**config.mk**
```make
export PLATFORM = sky130hd
export DESIGN_NAME = fetch_queue_flat
export DESIGN_NICKNAME = d
export VERILOG_FILES = /design/src/rtl/fetch_queue_if.sv /design/src/rtl/fetch_queue.sv /design/src/flat_wrapper.sv
export SDC_FILE = /design/constraint.sdc
export NUM_CORES = 1
export LEC_CHECK = 0
export CAP_MARGIN = 25
export CORE_ASPECT_RATIO = 1.25
export CORE_MARGIN = 2
export CORE_UTILIZATION = 50
export CTS_CLUSTER_SIZE = 30
export DETAILED_ROUTE_END_ITERATION = 8
export HOLD_SLACK_MARGIN = 0.03
export PLACE_DENSITY_LB_ADDON = 0.1
export SYNTH_ARGS = -nofsm -noshare
export SYNTH_HDL_FRONTEND = slang
export SYNTH_SLANG_ARGS = --single-unit
```
**constraint.sdc**
```tcl
create_clock -name clock -period 8.5 [get_ports clock]
set_input_delay 1.275 -clock clock [delete_from_list [all_inputs] [get_ports clock]]
set_output_delay 1.275 -clock clock [all_outputs]
set_load 0.005 [all_outputs]
```
**src/rtl/fetch_queue_if.sv**
```systemverilog
// fetch_queue_if: request/acknowledge instruction memory port between fetch front end and memory.
interface fetch_queue_if;
  logic        mem_req;
  logic [31:0] mem_addr;
  logic        mem_ack;
  logic [31:0] mem_rdata;
  modport master (output mem_req, mem_addr, input mem_ack, mem_rdata);
  modport slave (input mem_req, mem_addr, output mem_ack, mem_rdata);
endinterface

```
**src/rtl/fetch_queue.sv**
```systemverilog
// fetch_queue: MIPS fetch front end with prefetch queue feeding the IF/ID register.
// Optional FETCH_BYPASS_EN: ack data goes straight to IF/ID when the queue is empty, back-to-back requests.
module fetch_queue #(
  parameter int DEPTH = 4,
  parameter logic [31:0] RESET_PC = 32'h0
) (
  input  logic                    clock,
  input  logic                    reset,
  fetch_queue_if.master           mem,
  input  logic                    stall,
  input  logic                    redirect,
  input  logic [31:0]             redirect_pc,
  output logic [31:0]             ir_out,
  output logic [31:0]             pc4_out,
  output logic                    ir_valid,
  output logic [$clog2(DEPTH):0]  q_count
);
  localparam int AW = $clog2(DEPTH);
  localparam logic [AW:0] FULL = (AW+1)'(DEPTH);
  localparam logic [1:0] IDLE = 2'd0, REQ = 2'd1, SQUASH = 2'd2;
  logic [1:0] state_q, state_d;
  logic [31:0] fpc_q, fpc_d, addr_q, addr_d, ir_q, ir_d, pc4_q, pc4_d, next_pc;
  logic valid_q, valid_d;
  logic [AW-1:0] wr_q, wr_d, rd_q, rd_d;
  logic [AW:0] cnt_q, cnt_d;
  logic [31:0] inst_q [DEPTH];
  logic [31:0] link_q [DEPTH];
  logic ack, take, bypass, push, pop, issue, cont;
  always_comb begin
    next_pc = addr_q + 32'd4;
    ack = mem.mem_ack && state_q != IDLE;
    take = mem.mem_ack && state_q == REQ && !redirect;
`ifdef FETCH_BYPASS_EN
    bypass = take && !stall && cnt_q == '0;
`else
    bypass = 1'b0;
`endif
    push = take && !bypass;
    pop = !redirect && !stall && cnt_q != '0;
    cnt_d = redirect ? '0 : cnt_q + (AW+1)'(push) - (AW+1)'(pop);
    wr_d = wr_q + AW'(push);
    rd_d = redirect ? wr_q : rd_q + AW'(pop);
`ifdef FETCH_BYPASS_EN
    cont = take && cnt_d < FULL;
`else
    cont = 1'b0;
`endif
    // a redirect seen while idle only retargets fpc; the fetch starts next cycle
    issue = state_q == IDLE && !redirect && cnt_q < FULL;
    state_d = (issue || cont) ? REQ :
              (state_q == REQ && redirect && !mem.mem_ack) ? SQUASH :
              ack ? IDLE : state_q;
    addr_d = issue ? fpc_q : cont ? next_pc : addr_q;
    fpc_d = redirect ? redirect_pc : take ? next_pc : fpc_q;
    ir_d = redirect ? '0 : stall ? ir_q : bypass ? mem.mem_rdata : pop ? inst_q[rd_q] : '0;
    pc4_d = (redirect || stall) ? pc4_q : bypass ? next_pc : pop ? link_q[rd_q] : pc4_q;
    valid_d = redirect ? 1'b0 : stall ? valid_q : (bypass || pop);
  end
  always_ff @(posedge clock) begin
    if (reset) begin
      state_q <= IDLE;
      fpc_q <= RESET_PC;
      addr_q <= RESET_PC;
      ir_q <= '0;
      pc4_q <= '0;
      valid_q <= 1'b0;
      wr_q <= '0;
      rd_q <= '0;
      cnt_q <= '0;
    end else begin
      state_q <= state_d;
      fpc_q <= fpc_d;
      addr_q <= addr_d;
      ir_q <= ir_d;
      pc4_q <= pc4_d;
      valid_q <= valid_d;
      wr_q <= wr_d;
      rd_q <= rd_d;
      cnt_q <= cnt_d;
    end
  end
  always_ff @(posedge clock) begin
    if (push) begin
      inst_q[wr_q] <= mem.mem_rdata;
      link_q[wr_q] <= next_pc;
    end
  end
  assign mem.mem_req = state_q != IDLE;
  assign mem.mem_addr = addr_q;
  assign ir_out = ir_q;
  assign pc4_out = pc4_q;
  assign ir_valid = valid_q;
  assign q_count = cnt_q;
endmodule
```
**src/flat_wrapper.sv**
```systemverilog
// flat-port wrapper written by rule: the top's interface ports become plain ports
module fetch_queue_flat 
#(
  parameter int DEPTH = 4,
  parameter logic [31:0] RESET_PC = 32'h0
)
  (clock, reset, stall, redirect, redirect_pc, ir_out, pc4_out, ir_valid, q_count, mem_mem_req, mem_mem_addr, mem_mem_ack, mem_mem_rdata);
  fetch_queue_if mem_i ();
  input  logic clock;
  input  logic reset;
  input  logic stall;
  input  logic redirect;
  input  logic [31:0] redirect_pc;
  output logic [31:0] ir_out;
  output logic [31:0] pc4_out;
  output logic ir_valid;
  output logic [$clog2(DEPTH):0] q_count;
  output wire logic [$bits(mem_i.mem_req)-1:0] mem_mem_req;
  output wire logic [$bits(mem_i.mem_addr)-1:0] mem_mem_addr;
  input wire logic [$bits(mem_i.mem_ack)-1:0] mem_mem_ack;
  input wire logic [$bits(mem_i.mem_rdata)-1:0] mem_mem_rdata;
  assign mem_mem_req = mem_i.mem_req;
  assign mem_mem_addr = mem_i.mem_addr;
  assign mem_i.mem_ack = mem_mem_ack;
  assign mem_i.mem_rdata = mem_mem_rdata;
  fetch_queue #(.DEPTH(DEPTH), .RESET_PC(RESET_PC)) u_core (.clock(clock), .reset(reset), .mem(mem_i), .stall(stall), .redirect(redirect), .redirect_pc(redirect_pc), .ir_out(ir_out), .pc4_out(pc4_out), .ir_valid(ir_valid), .q_count(q_count));
endmodule
```
==> results of run 1 <==
-- registers in the layout (all words and copies together), names as in the netlist --
register and flops:
u_core.mem.mem_addr 32, u_core.link_q 128, u_core.ir_out 32, u_core.fpc_q 32
u_core.q_count 3, u_core.wr_q 2, u_core.rd_q 2, u_core.state_q 2
u_core.inst_q 128, u_core.pc4_out 32, u_core.ir_valid 1
-- cell usage after synthesis (all sizes together), types with 3 or more instances --
cell and number:
clkbuf 44, buf 27, or2 3, nand3 12, and4 4, nand2 162, a211o 5, o2bb2ai 8
a21oi 91, edfxtp 256, nand4 15, nor4 3, xor2 7, a221oi 4, or3 4, dfxtp 138
and3 7, nor3 7, nor2 81, and2 7, nor3b 8, mux4 64, inv 8, ha 5
o21ai 7, a22oi 32, nor4b 5, xnor2 22
-- power by group through the flow --
| stage | sequential (W) | clock [W] | combinational, W |
|---|---|---|---|
| floorplan | 0.00211 | 0 | 0.0000847 |
| global placement | 0.00212 | 0 | 0.000164 |
| detailed placement | 0.00212 | 0 | 0.000166 |
| CTS | 0.00208 | 0.00175 | 0.000167 |
| global route | 0.00208 | 0.00183 | 0.000179 |
| finish | 0.00208 | 0.00172 | 0.000165 |
-- cell families (layout without fill, tap and decap cells) --
| family | after synthesis | in the layout |
|---|---|---|
| flops | 394 | 394 |
| simple gates | 327 | 327 |
| compound gates | 155 | 155 |
| buf+inv | 79 | 265 |
| mux | 66 | 66 |
| xor+xnor | 29 | 29 |
| fa+ha+maj | 6 | 6 |
-- final cells by class --
cell class | count | area [um2] | area share [%]
multi-input cells | 583 | 4270 | 23.2
inverters | 8 | 30.0 | 0.163
flip-flops and latches | 394 | 10500 | 56.9
clock buffers | 54 | 1130 | 6.17
clock inverters | 17 | 164 | 0.891
well taps | 401 | 502 | 2.73
repair buffers | 186 | 1830 | 9.96
-- final timing paths --
| kind | slack, ns | endpoint | cells past startpoint |
|---|---|---|---|
| min | 0.45 | u_core.mem.mem_addr[20]$_SDFFE_PP0P_ | 2 |
| min reg2reg | 0.45 | u_core.mem.mem_addr[20]$_SDFFE_PP0P_ | 2 |
| max | 4.19 | u_core.link_q[1][18]$_DFFE_PP_ | 7 |
| max reg2reg | 5.08 | u_core.link_q[1][18]$_DFFE_PP_ | 6 |
-- worst max-delay path, delay by kind of cell --
family / cells / cell delay, ns
buffers and inverters: 3 / 1.36
and+or+nand+nor: 4 / 1.78
-- per-layer routing --
metal,global-route usage [%],up-vias,part of all wire (%)
met5,0,-,0
met4,6.16,0,2.3
met1,28.2,4512,43
met2,35.5,298,48
li1,-,4232,-
met3,3.88,51,6.4
-- per-stage QoR --
stage	hold WS [ns]	power [W]
3_3_place_gp	0.434	0.00228
3_5_place_dp	0.442	0.00228
2_1_floorplan	0.427	0.00220
5_1_grt	0.467	0.00409
6_report	0.449	0.00396
4_1_cts	0.451	0.00400
==> flow_metrics.py, run 1 <==
metrics = {
    "status": {
        "status": "completed",
    },
    "synthesis": {
        "synth_seq_cells": 394,
        "yosys.area_share.simple_pct": 9.85,
        "muxShareOfSynthArea_pct": 9.72,
        "ys.flop_type": "edfxtp_1",
        "synth_edf_count": 256,
        "synth_async_sr_flop_share_pct": 0,
        "ys_seq_area_share_pct": 69.5,
        "yosys_warnings": 0,
        "synth_nets": 1131,
        "synth-compound-area-share_pct": 6.24,
        "synthXorXnorAreaFrac_pct": 1.79,
        "netlist_instances": 1056,
        "synth.largest_area_cell": "edfxtp_1",
        "synth_top_family_by_area": "simple AND/OR/NAND/NOR gates",
        "synth_top_area_share_pct": 51.1,
        "syn-cell-area_um2": 15000,
        "synthAdderAreaFrac_pct": 0.549,
        "yosys-top-cells-area": "edfxtp_1 (51%), dfxtp_1 (18%), mux4_2 (9.6%)",
        "syn_avg_cell_area_um2": 14.2,
        "synth_cell_types": 51,
    },
    "clock_tree": {
        "cts_setup_buffers": 0,
        "cts_hold_buffers": 0,
        "post_cts_resized": 0,
        "cts_buffers": 39,
        "clk_latency_ns": 0.52,
        "clk_pin_slew_ns": 0.06,
        "cts_sinks": 394,
        "cts_max_path_buffers": 3,
        "cts_tree": "done",
        "htreeDepth": 2,
        "cts_root_buf": "clkbuf_16",
    },
    "timing": {
        "min_period_ns": 4.31,
        "rsz0062_at_grt": "no",
        "min_period_over_period_pct": 50.7,
        "max_slew.worst_pin.slew_ns": 1.02,
        "setup_violations": 0,
        "fin_ws_ns": 4.19,
        "slew_viol_final": 0,
        "fin_setup_tns_ns": 0,
        "fmax_ghz": 0.232,
        "hold_viol": 0,
        "slew_headroom_pct": 31.8,
        "fin_skew_ns": 0.0109,
    },
    "global_routing": {
        "grt_overflow_total": 0,
        "grt_pass1_wl_mm": 51.1,
        "grt_pass1_vias": 9025,
        "grt_max_degree": 73,
        "antenna_found_initial": 0,
        "grt_util_all_layers_pct": 21.0,
    },
    "layout": {
        "stdcell_area_um2": 18400,
        "area_delta_synth_final_pct": 22.3,
        "final_cell_mix": "edfxtp_1 (256), clkdlybuf4s50_1 (167), nand2_1 (162)",
        "final_cells": 1643,
        "fillers": 2373,
        "antenna_cells": 0,
        "nets": 1287,
        "final_common_cell": "edfxtp_1",
        "fin_util_pct": 61.6,
        "final_layout_size_suffix_gt1_share_pct": 13.2,
    },
    "placed_design": {
        "dpl.hpwl_mm": 20.1,
        "gp_congestion": 0.800,
        "place_area_um2": 17100,
        "dp_cells": 1571,
        "port_buffers": 169,
        "pre_cts_ws_ns": 3.57,
    },
    "worst_setup_path": {
        "start_kind": "primary input",
        "cp-end-kind": "flip-flop",
        "rr_startpoint": "u_core.state_q[1]$_SDFFE_PP0P_",
        "path_cells": "clkdlybuf4s50_1 -> nand3b_1 -> buf_4 -> nor2_1 -> nand2_1 -> nor2_4 -> buf_4",
        "cp-startpoint": "mem_mem_ack",
        "slowest_delay_ns": 0.78,
        "cp_data_required_time_ns": 8.66,
        "critPathSlowestCell": "nor2_4",
        "arrival_ns": 4.47,
        "crit_type": "primary input to flip-flop",
        "cp_max_fo": 34,
        "crit_top_cell": "buf_4",
    },
    "floorplan": {
        "num_io_pins": 170,
        "die_y_um": 198,
        "core_region_area_um2": 29800,
        "fp.dieW_um": 159,
        "dieArea_um2": 31500,
        "initial_core_util_pct": 50.4,
        "row_count": 71,
    },
    "min_path": {
        "hp-start": "u_core.fpc_q[20]$_SDFFE_PP0P_",
        "hp-class": "flip-flop to flip-flop",
    },
    "pwr": {
        "switchingPower_w": 0.000802,
        "intPower_w": 0.00316,
        "ir_worst_vdd_v": 0.000154,
        "powerDensity_nw_per_um2": 215,
        "combPwrFrac_pct": 4.2,
        "clkPwrFrac_pct": 43.4,
        "p_seq_share_pct": 52.4,
        "p_leak_nw": 6.01,
        "switching_share_pct": 20.2,
    },
    "drt": {
        "avgViaCountPerCell": 5.53,
        "ant_nets": 0,
        "avgRoutedWirePerCell_um": 20.1,
        "finalWirelength_mm": 33.1,
        "vias": 9093,
        "dr.pass1.iters": 5,
        "drt_iter0_markers": 738,
        "drc": 0,
    },
    "job": {
        "drv_cap": 0,
    },
}
Power figures use the tool's default switching activity.
==> inputs of run 2 (changes only) <==
- clock period: 8.5 -> 4.3 ns (I/O delays scaled with it)
==> flow_metrics.py, run 2 (synthesized netlist as in run 1, its figures left out) <==
metrics = {
    "pwr": {
        "switching_share_pct": 20.3,
        "ir_worst_vdd_v": 0.000257,
        "clkPwrFrac_pct": 43.5,
        "combPwrFrac_pct": 4.1,
        "powerDensity_nw_per_um2": 425,
        "p_seq_share_pct": 52.3,
        "switchingPower_w": 0.00159,
        "power.total_w": 0.00785,
        "intPower_w": 0.00626,
        "p_leak_nw": 6.05,
    },
    "global_routing": {
        "grt_util_all_layers_pct": 21.4,
        "grt_overflow_total": 0,
        "grt_max_degree": 72,
        "grt_pass1_vias": 8947,
        "antenna_found_initial": 0,
        "grt_pass1_wl_mm": 51.5,
    },
    "floorplan": {
        "row_count": 71,
        "dieArea_um2": 31500,
        "fp.dieW_um": 159,
        "initial_core_util_pct": 50.4,
        "die_y_um": 198,
        "core_region_area_um2": 29800,
        "num_io_pins": 170,
    },
    "timing": {
        "min_period_ns": 3.02,
        "hold_viol": 0,
        "fmax_ghz": 0.332,
        "slew_headroom_pct": 43.7,
        "fin_skew_ns": 0.0113,
        "min_period_over_period_pct": 70.1,
        "fin_setup_tns_ns": 0,
        "rsz0062_at_grt": "no",
        "setup_violations": 0,
        "max_slew.worst_pin.slew_ns": 0.844,
        "slew_viol_final": 0,
    },
    "worst_setup_path": {
        "cp_data_required_time_ns": 4.70,
        "cp-end-kind": "flip-flop",
        "arrival_ns": 3.42,
        "crit_type": "flip-flop to flip-flop",
        "cp_max_fo": 33,
        "worst_r2r_path_depth": 11,
        "r2r_slack_ns": 1.28,
        "start_kind": "flip-flop",
    },
    "clock_tree": {
        "cts_sinks": 394,
        "cts_setup_buffers": 0,
        "cts_max_path_buffers": 3,
        "htreeDepth": 2,
        "cts_buffers": 39,
        "cts_hold_buffers": 0,
        "clk_pin_slew_ns": 0.06,
        "cts_root_buf": "clkbuf_16",
        "post_cts_resized": 0,
        "clk_latency_ns": 0.53,
        "cts_tree": "done",
    },
    "layout": {
        "reg.largest.list": "u_core.inst_q: 128 flops, u_core.link_q: 128 flops",
        "final_common_cell": "edfxtp_1",
        "final_cell_mix": "edfxtp_1 (256), clkdlybuf4s50_1 (167), nand2_1 (162)",
        "final_layout_size_suffix_gt1_share_pct": 13.4,
        "area_delta_synth_final_pct": 22.9,
        "antenna_cells": 0,
        "nets": 1295,
    },
    "min_path": {
        "hold_depth": 2,
        "hp-class": "flip-flop to flip-flop",
    },
    "placed_design": {
        "gp_congestion": 0.745,
        "dpl.hpwl_mm": 20.3,
        "port_buffers": 169,
    },
    "drt": {
        "drt_iter0_markers": 527,
        "avgViaCountPerCell": 5.53,
        "dr.pass1.iters": 5,
        "finalWirelength_mm": 33.5,
        "drc": 0,
        "avgRoutedWirePerCell_um": 20.3,
        "vias": 9138,
        "ant_nets": 0,
    },
    "status": {
        "status": "completed",
    },
    "job": {
        "drv_cap": 0,
    },
}
-- run 2: worst paths after layout --
check,start,end
max reg2reg,u_core.q_count[2]$_SDFF_PP0_,u_core.q_count[2]$_SDFF_PP0_
min,u_core.fpc_q[15]$_SDFFE_PP0P_,u_core.mem.mem_addr[15]$_SDFFE_PP0P_
max,u_core.q_count[2]$_SDFF_PP0_,u_core.q_count[2]$_SDFF_PP0_
min reg2reg,u_core.fpc_q[15]$_SDFFE_PP0P_,u_core.mem.mem_addr[15]$_SDFFE_PP0P_
-- run 2: area by class of cell --
class / count / area, um2
sequential: 394 / 10500
clock inverter: 18 / 193
fill: 2315 / 11400
inverter: 8 / 30.0
tap: 401 / 502
timing repair buffer: 194 / 1920
clock buffer: 53 / 1100
multi-input combinational: 583 / 4270
-- run 2: through the flow --
stage | setup slack, ns | util (%) | cells | hold WS [ns] | instance area (um2)
2_1_floorplan | 0.534 | - | 1056 | 0.427 | 15100
3_3_place_gp | 0.846 | 57.4 | 1577 | 0.432 | 17100
3_5_place_dp | 0.790 | 57.5 | 1579 | 0.441 | 17200
4_1_cts | 1.28 | 61.8 | 1650 | 0.446 | 18400
5_1_grt | 1.01 | 61.9 | 1651 | 0.464 | 18500
6_report | 1.28 | 61.9 | 1651 | 0.447 | 18500
-- run 2: critical path: stages, from the launching register on --
cell and delay [ns]:
dfxtp_1 0.38, nor3_1 0.25, or3_1 0.16, buf_4 0.42, inv_2 0.32, ha_1 0.37
inv_1 0.04, ha_1 0.20, fa_1 0.38, xnor2_1 0.19, xnor2_1 0.14, nor2_1 0.05
-- run 2: power groups by stage --
stage / Combinational (W) / Clock (W) / Sequential (W)
2_1_floorplan: 0.000168 / 0 / 0.00418
5_1_grt: 0.000354 / 0.00363 / 0.00411
3_3_place_gp: 0.000321 / 0 / 0.00419
3_5_place_dp: 0.000326 / 0 / 0.00419
4_1_cts: 0.000327 / 0.00349 / 0.00411
6_report: 0.000326 / 0.00342 / 0.00411
-- run 2: layer usage --
| layer | GRT usage (%) | share of wire (%) | up-vias |
|---|---|---|---|
| li1 | - | - | 4262 |
| met1 | 28.3 | 43 | 4585 |
| met2 | 36.7 | 50 | 252 |
| met3 | 3.64 | 5.3 | 39 |
| met4 | 6.26 | 1.9 | 0 |
| met5 | 0 | 0 | - |
